File: src/rtl/md_unit.sv
`default_nettype none
// ============================================================================
//  Module   : md_unit
//  Brief    : Multi-cycle HI/LO multiply/divide unit (mult/multu/div/divu,
//             mthi/mtlo). Divider present only when MD_DIV_EN is defined.
//  Revision : 1.0
// ============================================================================
module md_unit #(
    parameter int MULT_CYCLES = 5,
    parameter int DIV_CYCLES  = 10
) (
    input  logic        clk,
    input  logic        reset,
    input  logic        start,
    input  logic [2:0]  md_op,
    input  logic [31:0] a,
    input  logic [31:0] b,
    output logic        busy,
    output logic [31:0] hi,
    output logic [31:0] lo
);
    localparam int c_max_cycles = (MULT_CYCLES > DIV_CYCLES) ? MULT_CYCLES : DIV_CYCLES;
    localparam int c_cnt_w      = $clog2(c_max_cycles + 1);

    localparam logic [c_cnt_w-1:0] c_cnt_one   = c_cnt_w'(1);
    localparam logic [c_cnt_w-1:0] c_mult_load = c_cnt_w'(MULT_CYCLES);

    localparam logic [1:0] c_st_idle = 2'd0;
    localparam logic [1:0] c_st_mult = 2'd1;

    localparam logic [2:0] c_op_mult  = 3'd1;
    localparam logic [2:0] c_op_multu = 3'd2;
    localparam logic [2:0] c_op_mthi  = 3'd5;
    localparam logic [2:0] c_op_mtlo  = 3'd6;
`ifdef MD_DIV_EN
    localparam logic [1:0]         c_st_div   = 2'd2;
    localparam logic [2:0]         c_op_div   = 3'd3;
    localparam logic [2:0]         c_op_divu  = 3'd4;
    localparam logic [c_cnt_w-1:0] c_div_load = c_cnt_w'(DIV_CYCLES);
`endif

    logic [1:0]         state_q, state_d;
    logic [c_cnt_w-1:0] count_q, count_d;
    logic [31:0]        a_q, a_d, b_q, b_d;
    logic               sgn_q, sgn_d;
    logic [31:0]        hi_q, hi_d, lo_q, lo_d;
    logic               busy_q, busy_d;

    // Sign-extending only for signed ops lets one 64-bit multiplier serve both.
    logic [63:0] w_prod;
    assign w_prod = {{32{sgn_q & a_q[31]}}, a_q} * {{32{sgn_q & b_q[31]}}, b_q};

`ifdef MD_DIV_EN
    logic        w_neg_a, w_neg_b;
    logic [31:0] w_mag_a, w_mag_b, w_uquo, w_urem, w_quo, w_rem;

    // Divide magnitudes then fix signs; this also makes 0x80000000 / -1 wrap cleanly.
    always_comb begin
        w_neg_a = sgn_q & a_q[31];
        w_neg_b = sgn_q & b_q[31];
        w_mag_a = w_neg_a ? (32'd0 - a_q) : a_q;
        w_mag_b = w_neg_b ? (32'd0 - b_q) : b_q;
        w_uquo  = (w_mag_b == 32'd0) ? 32'd0 : (w_mag_a / w_mag_b);
        w_urem  = (w_mag_b == 32'd0) ? 32'd0 : (w_mag_a % w_mag_b);
        w_quo   = (w_neg_a ^ w_neg_b) ? (32'd0 - w_uquo) : w_uquo;
        w_rem   = w_neg_a ? (32'd0 - w_urem) : w_urem;
    end
`endif

    always_comb begin
        state_d = state_q;
        count_d = count_q;
        a_d     = a_q;
        b_d     = b_q;
        sgn_d   = sgn_q;
        hi_d    = hi_q;
        lo_d    = lo_q;
        case (state_q)
            c_st_idle: begin
                if (start) begin
                    case (md_op)
                        c_op_mult, c_op_multu: begin
                            a_d     = a;
                            b_d     = b;
                            sgn_d   = (md_op == c_op_mult);
                            count_d = c_mult_load;
                            state_d = c_st_mult;
                        end
`ifdef MD_DIV_EN
                        c_op_div, c_op_divu: begin
                            a_d     = a;
                            b_d     = b;
                            sgn_d   = (md_op == c_op_div);
                            count_d = c_div_load;
                            state_d = c_st_div;
                        end
`endif
                        c_op_mthi: hi_d = a;
                        c_op_mtlo: lo_d = a;
                        default: ;
                    endcase
                end
            end
            c_st_mult: begin
                count_d = count_q - c_cnt_one;
                if (count_q == c_cnt_one) begin
                    hi_d    = w_prod[63:32];
                    lo_d    = w_prod[31:0];
                    state_d = c_st_idle;
                end
            end
`ifdef MD_DIV_EN
            c_st_div: begin
                count_d = count_q - c_cnt_one;
                if (count_q == c_cnt_one) begin
                    if (b_q != 32'd0) begin
                        hi_d = w_rem;
                        lo_d = w_quo;
                    end
                    state_d = c_st_idle;
                end
            end
`endif
            default: state_d = c_st_idle;
        endcase
        busy_d = (state_d != c_st_idle);
    end

    always_ff @(posedge clk or negedge reset) begin
        if (!reset) begin
            state_q <= c_st_idle;
            count_q <= '0;
            a_q     <= '0;
            b_q     <= '0;
            sgn_q   <= 1'b0;
            hi_q    <= '0;
            lo_q    <= '0;
            busy_q  <= 1'b0;
        end else begin
            state_q <= state_d;
            count_q <= count_d;
            a_q     <= a_d;
            b_q     <= b_d;
            sgn_q   <= sgn_d;
            hi_q    <= hi_d;
            lo_q    <= lo_d;
            busy_q  <= busy_d;
        end
    end

    assign busy = busy_q;
    assign hi   = hi_q;
    assign lo   = lo_q;

endmodule
`default_nettype wire
File: config.mk
export PLATFORM = sky130hd
export DESIGN_NAME = md_unit
export DESIGN_NICKNAME = d
export VERILOG_FILES = /design/src/rtl/md_unit.sv
export SDC_FILE = /design/constraint.sdc
export NUM_CORES = 2
export LEC_CHECK = 0
export ABC_AREA = 0
export CAP_MARGIN = 15
export CORE_MARGIN = 10
export CORE_UTILIZATION = 58
export CTS_BUF_LIST = sky130_fd_sc_hd__clkbuf_4 sky130_fd_sc_hd__clkbuf_8
export CTS_CLUSTER_DIAMETER = 60
export DETAILED_ROUTE_END_ITERATION = 8
export HOLD_SLACK_MARGIN = 0.06
export PLACE_DENSITY = 0.76
export SYNTH_ARGS = -nofsm -noshare
export SYNTH_HDL_FRONTEND = slang
export SYNTH_SLANG_ARGS = --single-unit
File: constraint.sdc
create_clock -name clk -period 17.5 [get_ports clk]
set_clock_uncertainty 0.2 [all_clocks]
set_input_delay 3.5 -clock clk [delete_from_list [all_inputs] [get_ports clk]]
set_output_delay 3.5 -clock clk [all_outputs]
set_load 0.02 [all_outputs]
# Word-level counts from Yosys, hierarchy flattened
# Cells that the tools add are included.
[totals] register_bits=136 inputBits=70 out_inout_bits=65 wordCells=46
[classes] addsub=1 n_mul=1 n_eq_ne=11 mux=15 bitwise_logic=2 n_reduce_logical=8
[ops] op="32-bit two-way mux" count=6
[ops] op="32-bit case mux with 2 select lines" count=2
[ops] op="33-bit by 33-bit multiplier with 64-bit output" count=1
[ops] op="4-bit two-way mux" count=2
[ops] op="4-bit case mux with 2 select lines" count=1
[ops] op="4-bit AND reduction" count=2
[ops] op="3-bit == test (second input constant)" count=2
[ops] op="2-bit two-way mux" count=3
[ops] op="2-bit by 1-bit != test with 1-bit output (second input constant)" count=3
[ops] op="3-bit AND reduction" count=2
[ops] op="4-bit by 1-bit == test with 1-bit output (second input constant)" count=1
[ops] op="2-bit != test (second input constant)" count=2
[ops] op="2-bit case mux with 2 select lines" count=1
[ops] op="2-bit nonzero test" count=2
[ops] op="4-bit by 1-bit subtractor with 4-bit output (second input constant)" count=1
[ops] op="3-bit by 1-bit == test with 1-bit output (second input constant)" count=1
[ops] op="3-bit by 2-bit == test with 1-bit output (second input constant)" count=1
[ops] op="1-bit AND" count=2
[ops] op="2-bit by 1-bit == test with 1-bit output (second input constant)" count=1
[ops] op="2-bit zero test" count=1
[ops] op="2-bit OR reduction" count=1

# Logic depth before layout (Yosys ltp)
[logic_depth] word_depth=6 depth_mapped=32 mapped_depth_nobuf=29

# Least setup slack after synthesis
# No wires, ideal clock.
[synth_timing] path_type="flip-flop to flip-flop" from="reg a_q[31]" to="reg hi_q[28], in the netlist hi[28]" t_arrival_ns=7.992 required_time_ns=17.223 path_slack_ns=9.230 path_stages_with_launch=29 period_less_slack_ns=8.270 path_cell_list="dfrtp_1 -> clkbuf_1 -> and2_1 -> clkbuf_1 -> nand2_1 -> inv_1 -> fa_1 -> inv_1 -> fa_1 -> inv_1 -> fa_1 -> fa_1 -> inv_1 -> fa_1 -> inv_1 -> fa_1 -> inv_1 -> fa_1 -> fa_1 -> inv_1 -> ha_1 -> and3_1 -> a311oi_1 -> nor2_1 -> o31ai_2 -> nor3_2 -> a21oi_1 -> mux2_1 -> a21oi_1"
[synth_via] elab_chain_len=4
[synth_rtl] element="from (decl)" line_no="44" rtl="logic [31:0] a_q, a_d, b_q, b_d;"
[synth_rtl] element="from (signal assigned)" line_no="133" rtl="a_q <= '0;"
[synth_rtl] element="from (signal assigned)" line_no="142" rtl="a_q <= a_d;"
[synth_rtl] element="1-bit AND" line_no="51" rtl="assign w_prod = {{32{sgn_q & a_q[31]}}, a_q} * {{32{sgn_q & b_q[31]}}, b_q};"
[synth_rtl] element="33-bit by 33-bit multiplier with 64-bit output (*)" line_no="51"
[synth_rtl] element="32-bit two-way mux (*)" line_no="106" rtl="if (count_q == c_cnt_one) begin"
[synth_rtl] element="32-bit case mux with 2 select lines (*)" line_no="78" rtl="case (state_q)"
[synth_rtl] element="to (signal assigned)" line_no="145" rtl="hi_q <= hi_d;"
[synth_rtl] element="to (decl)" line_no="46" rtl="logic [31:0] hi_q, hi_d, lo_q, lo_d;"
# Mark *: on every way between the ends. The rest lies on a longest branch, timed or not. The select of a mux whose other input is x is not followed.
# A chain may end at the register's enable or synchronous reset.

# Final worst setup path
[layout_timing] from="reg sgn_q" to="reg hi_q[28], in the netlist hi[28]"
[layout_via] elab_chain_len=4
[layout_rtl] element="from (decl)" line_no="45" rtl="logic sgn_q, sgn_d;"
[layout_rtl] element="from (signal assigned)" line_no="144" rtl="sgn_q <= sgn_d;"
[layout_rtl] element="1-bit AND" line_no="51"
[layout_rtl] element="33-bit by 33-bit multiplier with 64-bit output (*)" line_no="51"
[layout_rtl] element="32-bit two-way mux (*)" line_no="106"
[layout_rtl] element="32-bit case mux with 2 select lines (*)" line_no="78"
# Marks and branches as above.

==> impl_metrics.py <==
metrics = {
    "status": {
        "status": "complete, no violations",
    },
    "floorplanning": {
        "dieHeight_um": 294,
        "start_util_pct": 58.4,
        "pin_count": 135,
        "fp-row-count": 100,
        "core-area_sq_um": 74400,
        "die_width_um": 294,
        "die_area_sq_um": 86400,
    },
    "cells_and_area": {
        "fin_nets": 6051,
        "regArea_sq_um": 3410,
        "multiInputGateArea_sq_um": 34900,
        "diodes": 0,
        "drive_above_1_share_pct": 4.21,
        "mostFrequentLayoutCells": "inv_1, fa_1, nand2_1, and2_1, ha_1",
        "area_growth_pct": 5.67,
        "fill_cells": 6181,
        "final_common_cell": "inv_1",
    },
    "synth": {
        "synthArstFlopShare_pct": 100,
        "post_synth.cell_area_avg_sq_um": 9.27,
        "synth_flop_cell": "dfrtp_1",
        "synth_area_leaders": "fa_1, inv_1, dfrtp_1, nand2_1, ha_1",
        "synth_xor_area_share_pct": 1.43,
        "synth-compound-area-share_pct": 4.53,
        "yosysWarnings": 0,
        "yosysSeqAreaShare_pct": 7.82,
        "synthAdderAreaFrac_pct": 57.9,
        "synth_top_area_share_pct": 51.8,
        "yosys.area.top_type": "fa_1",
        "synthesis.area_sq_um": 43500,
        "synth-simple-area-share_pct": 14.2,
        "syn_nets": 6100,
        "muxShareOfSynthArea_pct": 1.99,
        "ys_seq_elements": 136,
        "synth_edf_count": 0,
        "synth_top_family_by_area": "adder cells",
        "yosys.cell_types.count": 65,
        "synthCells": 4691,
    },
    "sta": {
        "max_slew_margin_pct": 24.3,
        "fin_setup_tns_ns": 0,
        "finalMaxSlewViolations": 0,
        "whs_ns": 0.289,
        "finalCriticalPeriod_ns": 9.68,
        "tightest_slew_ns": 1.13,
        "period_share_pct": 55.3,
        "grt_setup_unrepaired": "no",
        "final-setup-viol-count": 0,
        "hold_viol": 0,
        "max_freq_ghz": 0.103,
    },
    "placed_design": {
        "dp_hpwl_mm": 94.2,
        "gp_congestion": 0.945,
        "port_buffers": 134,
    },
    "worst_setup_path": {
        "reg2reg_from": "sgn_q",
        "timing.reg2reg.setup_slack_ns": 7.82,
        "critPathCaptureType": "register",
        "cp.arrival_ns": 9.90,
        "critical_path.max_fanout": 22,
        "r2r-end": "hi[28]",
        "cp-start-kind": "register",
        "critPathKind": "register to register",
        "critPathRequiredTime_ns": 17.72,
        "r2r_cells": 26,
    },
    "cts": {
        "clock-sinks": 136,
        "cts_tree": "built",
        "worstSkewPairLatency_ns": 0.50,
        "cts_resized": 0,
        "clock_path_buffers": 2,
        "numCtsBuffers": 17,
        "htreeDepth": 4,
        "post-cts-setup-buffer-count": 0,
        "hold_buffers": 0,
        "clk_pin_slew_worst_paths_ns": 0.11,
        "cts-root-buf": "clkbuf_8",
    },
    "detailed_routing": {
        "route.vias.total": 31600,
        "avgRoutedWirePerCell_um": 21.1,
        "drt-total-wl_mm": 119,
        "drc_errors": 0,
        "drt_pass1_iterations": 5,
        "ant_nets": 0,
        "drt_iter0_drc": 2252,
        "vias_per_cell": 5.62,
    },
    "grt": {
        "gr-usage-met1_pct": 34.2,
        "grt.busiest_layer": "met2",
        "globalRouteTotalUtil_pct": 29.3,
        "grt_pass1_wl_mm": 195,
        "grt_max_degree": 75,
        "antenna_found_initial": 1,
        "grt_pass1_vias": 35500,
        "grt_remaining_overflow": 0,
        "use_met2_pct": 50.6,
        "met3_usage_pct": 4.83,
    },
    "hold_path": {
        "holdPathStages": 2,
        "hold_end": "lo[0]",
        "hold_class": "register to register",
        "hp-start": "lo[0]",
    },
    "job": {
        "cap_violations": 0,
    },
}
[area by class of cell]
class / count / share of cell area, %
inverter: 1126 / 9.19
multi-input combinational: 3158 / 75.8
clock inverter: 14 / 0.359
sequential: 136 / 7.42
tap: 969 / 2.64
timing repair buffer: 203 / 4.05
clock buffer: 18 / 0.525
[registers in the layout (all words and copies together), names as in the netlist]
register / count
a_q: 32
b_q: 32
busy: 1
count_q: 4
hi: 32
lo: 32
sgn_q: 1
state_q: 2
[worst max-delay path, cell delays in order (launching register included)]
cell,delay (ns)
dfrtp_1,0.78
and2_1,0.57
nand2_1,0.22
inv_1,0.13
fa_1,0.40
inv_1,0.23
fa_1,0.50
inv_1,0.20
fa_1,0.49
fa_1,0.95
inv_1,0.36
fa_1,0.57
inv_1,0.05
fa_1,0.52
inv_1,0.05
fa_1,0.46
fa_1,0.49
inv_1,0.04
ha_1,0.37
and3_1,0.27
a311oi_1,0.38
nor2_1,0.14
o31ai_2,0.50
nor3_2,0.07
a21oi_1,0.14
mux2_1,0.33
a21oi_1,0.15
[logic make-up (layout without fill, tap and decap cells)]
| group | after synthesis | in the layout |
|---|---|---|
| fa+ha+maj | 1339 | 1339 |
| mux | 78 | 78 |
| flops | 136 | 136 |
| other cells | 1 | 1 |
| simple gates | 1344 | 1344 |
| buf+inv | 1397 | 1361 |
| compound gates | 325 | 325 |
| xor+xnor | 71 | 71 |
[per-stage QoR]
stage | cell area [sq um] | util, % | std cells | setup WS [ns]
2_1_floorplan | 43500 | - | 4691 | 9.23
3_3_place_gp | 45600 | 61.2 | 5592 | 8.14
3_5_place_dp | 45600 | 61.2 | 5592 | 8.06
4_1_cts | 46000 | 61.8 | 5624 | 7.98
5_1_grt | 46000 | 61.8 | 5624 | 7.33
6_report | 46000 | 61.8 | 5624 | 7.82
[routing by layer]
layer / vias to the layer above / routed length [um]
met5: - / 12
met4: 2 / 8350
met3: 385 / 8040
met2: 1288 / 60200
met1: 16500 / 42000
li1: 13400 / -
[synth_stat cells, drive strengths merged, types with 7 or more instances]
master,number
fa,1125
o21ai,102
a21oi,123
inv,1126
mux2i,10
nor3,8
nand2,797
a31oi,9
o21a,13
xor2,15
mux2,68
xnor2,56
and3,27
dfrtp,136
and2,355
a21o,26
nor2,84
nand3,23
buf,10
ha,214
nand2b,8
clkbuf,261
nor2b,7
or2,9
nand4,13
[worst max-delay path by stage]
stage	startpoint	endpoint	slack, ns
finish	sgn_q	hi[28]	7.82
global route	sgn_q	hi[28]	7.33
CTS	sgn_q	hi[28]	7.98
detailed placement	sgn_q	hi[28]	8.06
global placement	sgn_q	hi[28]	8.14
floorplan	a_q[31]	hi[28]	9.23
Power is not shown: default switching activity piles up to over one toggle a cycle in this logic, so the estimate is an artifact.
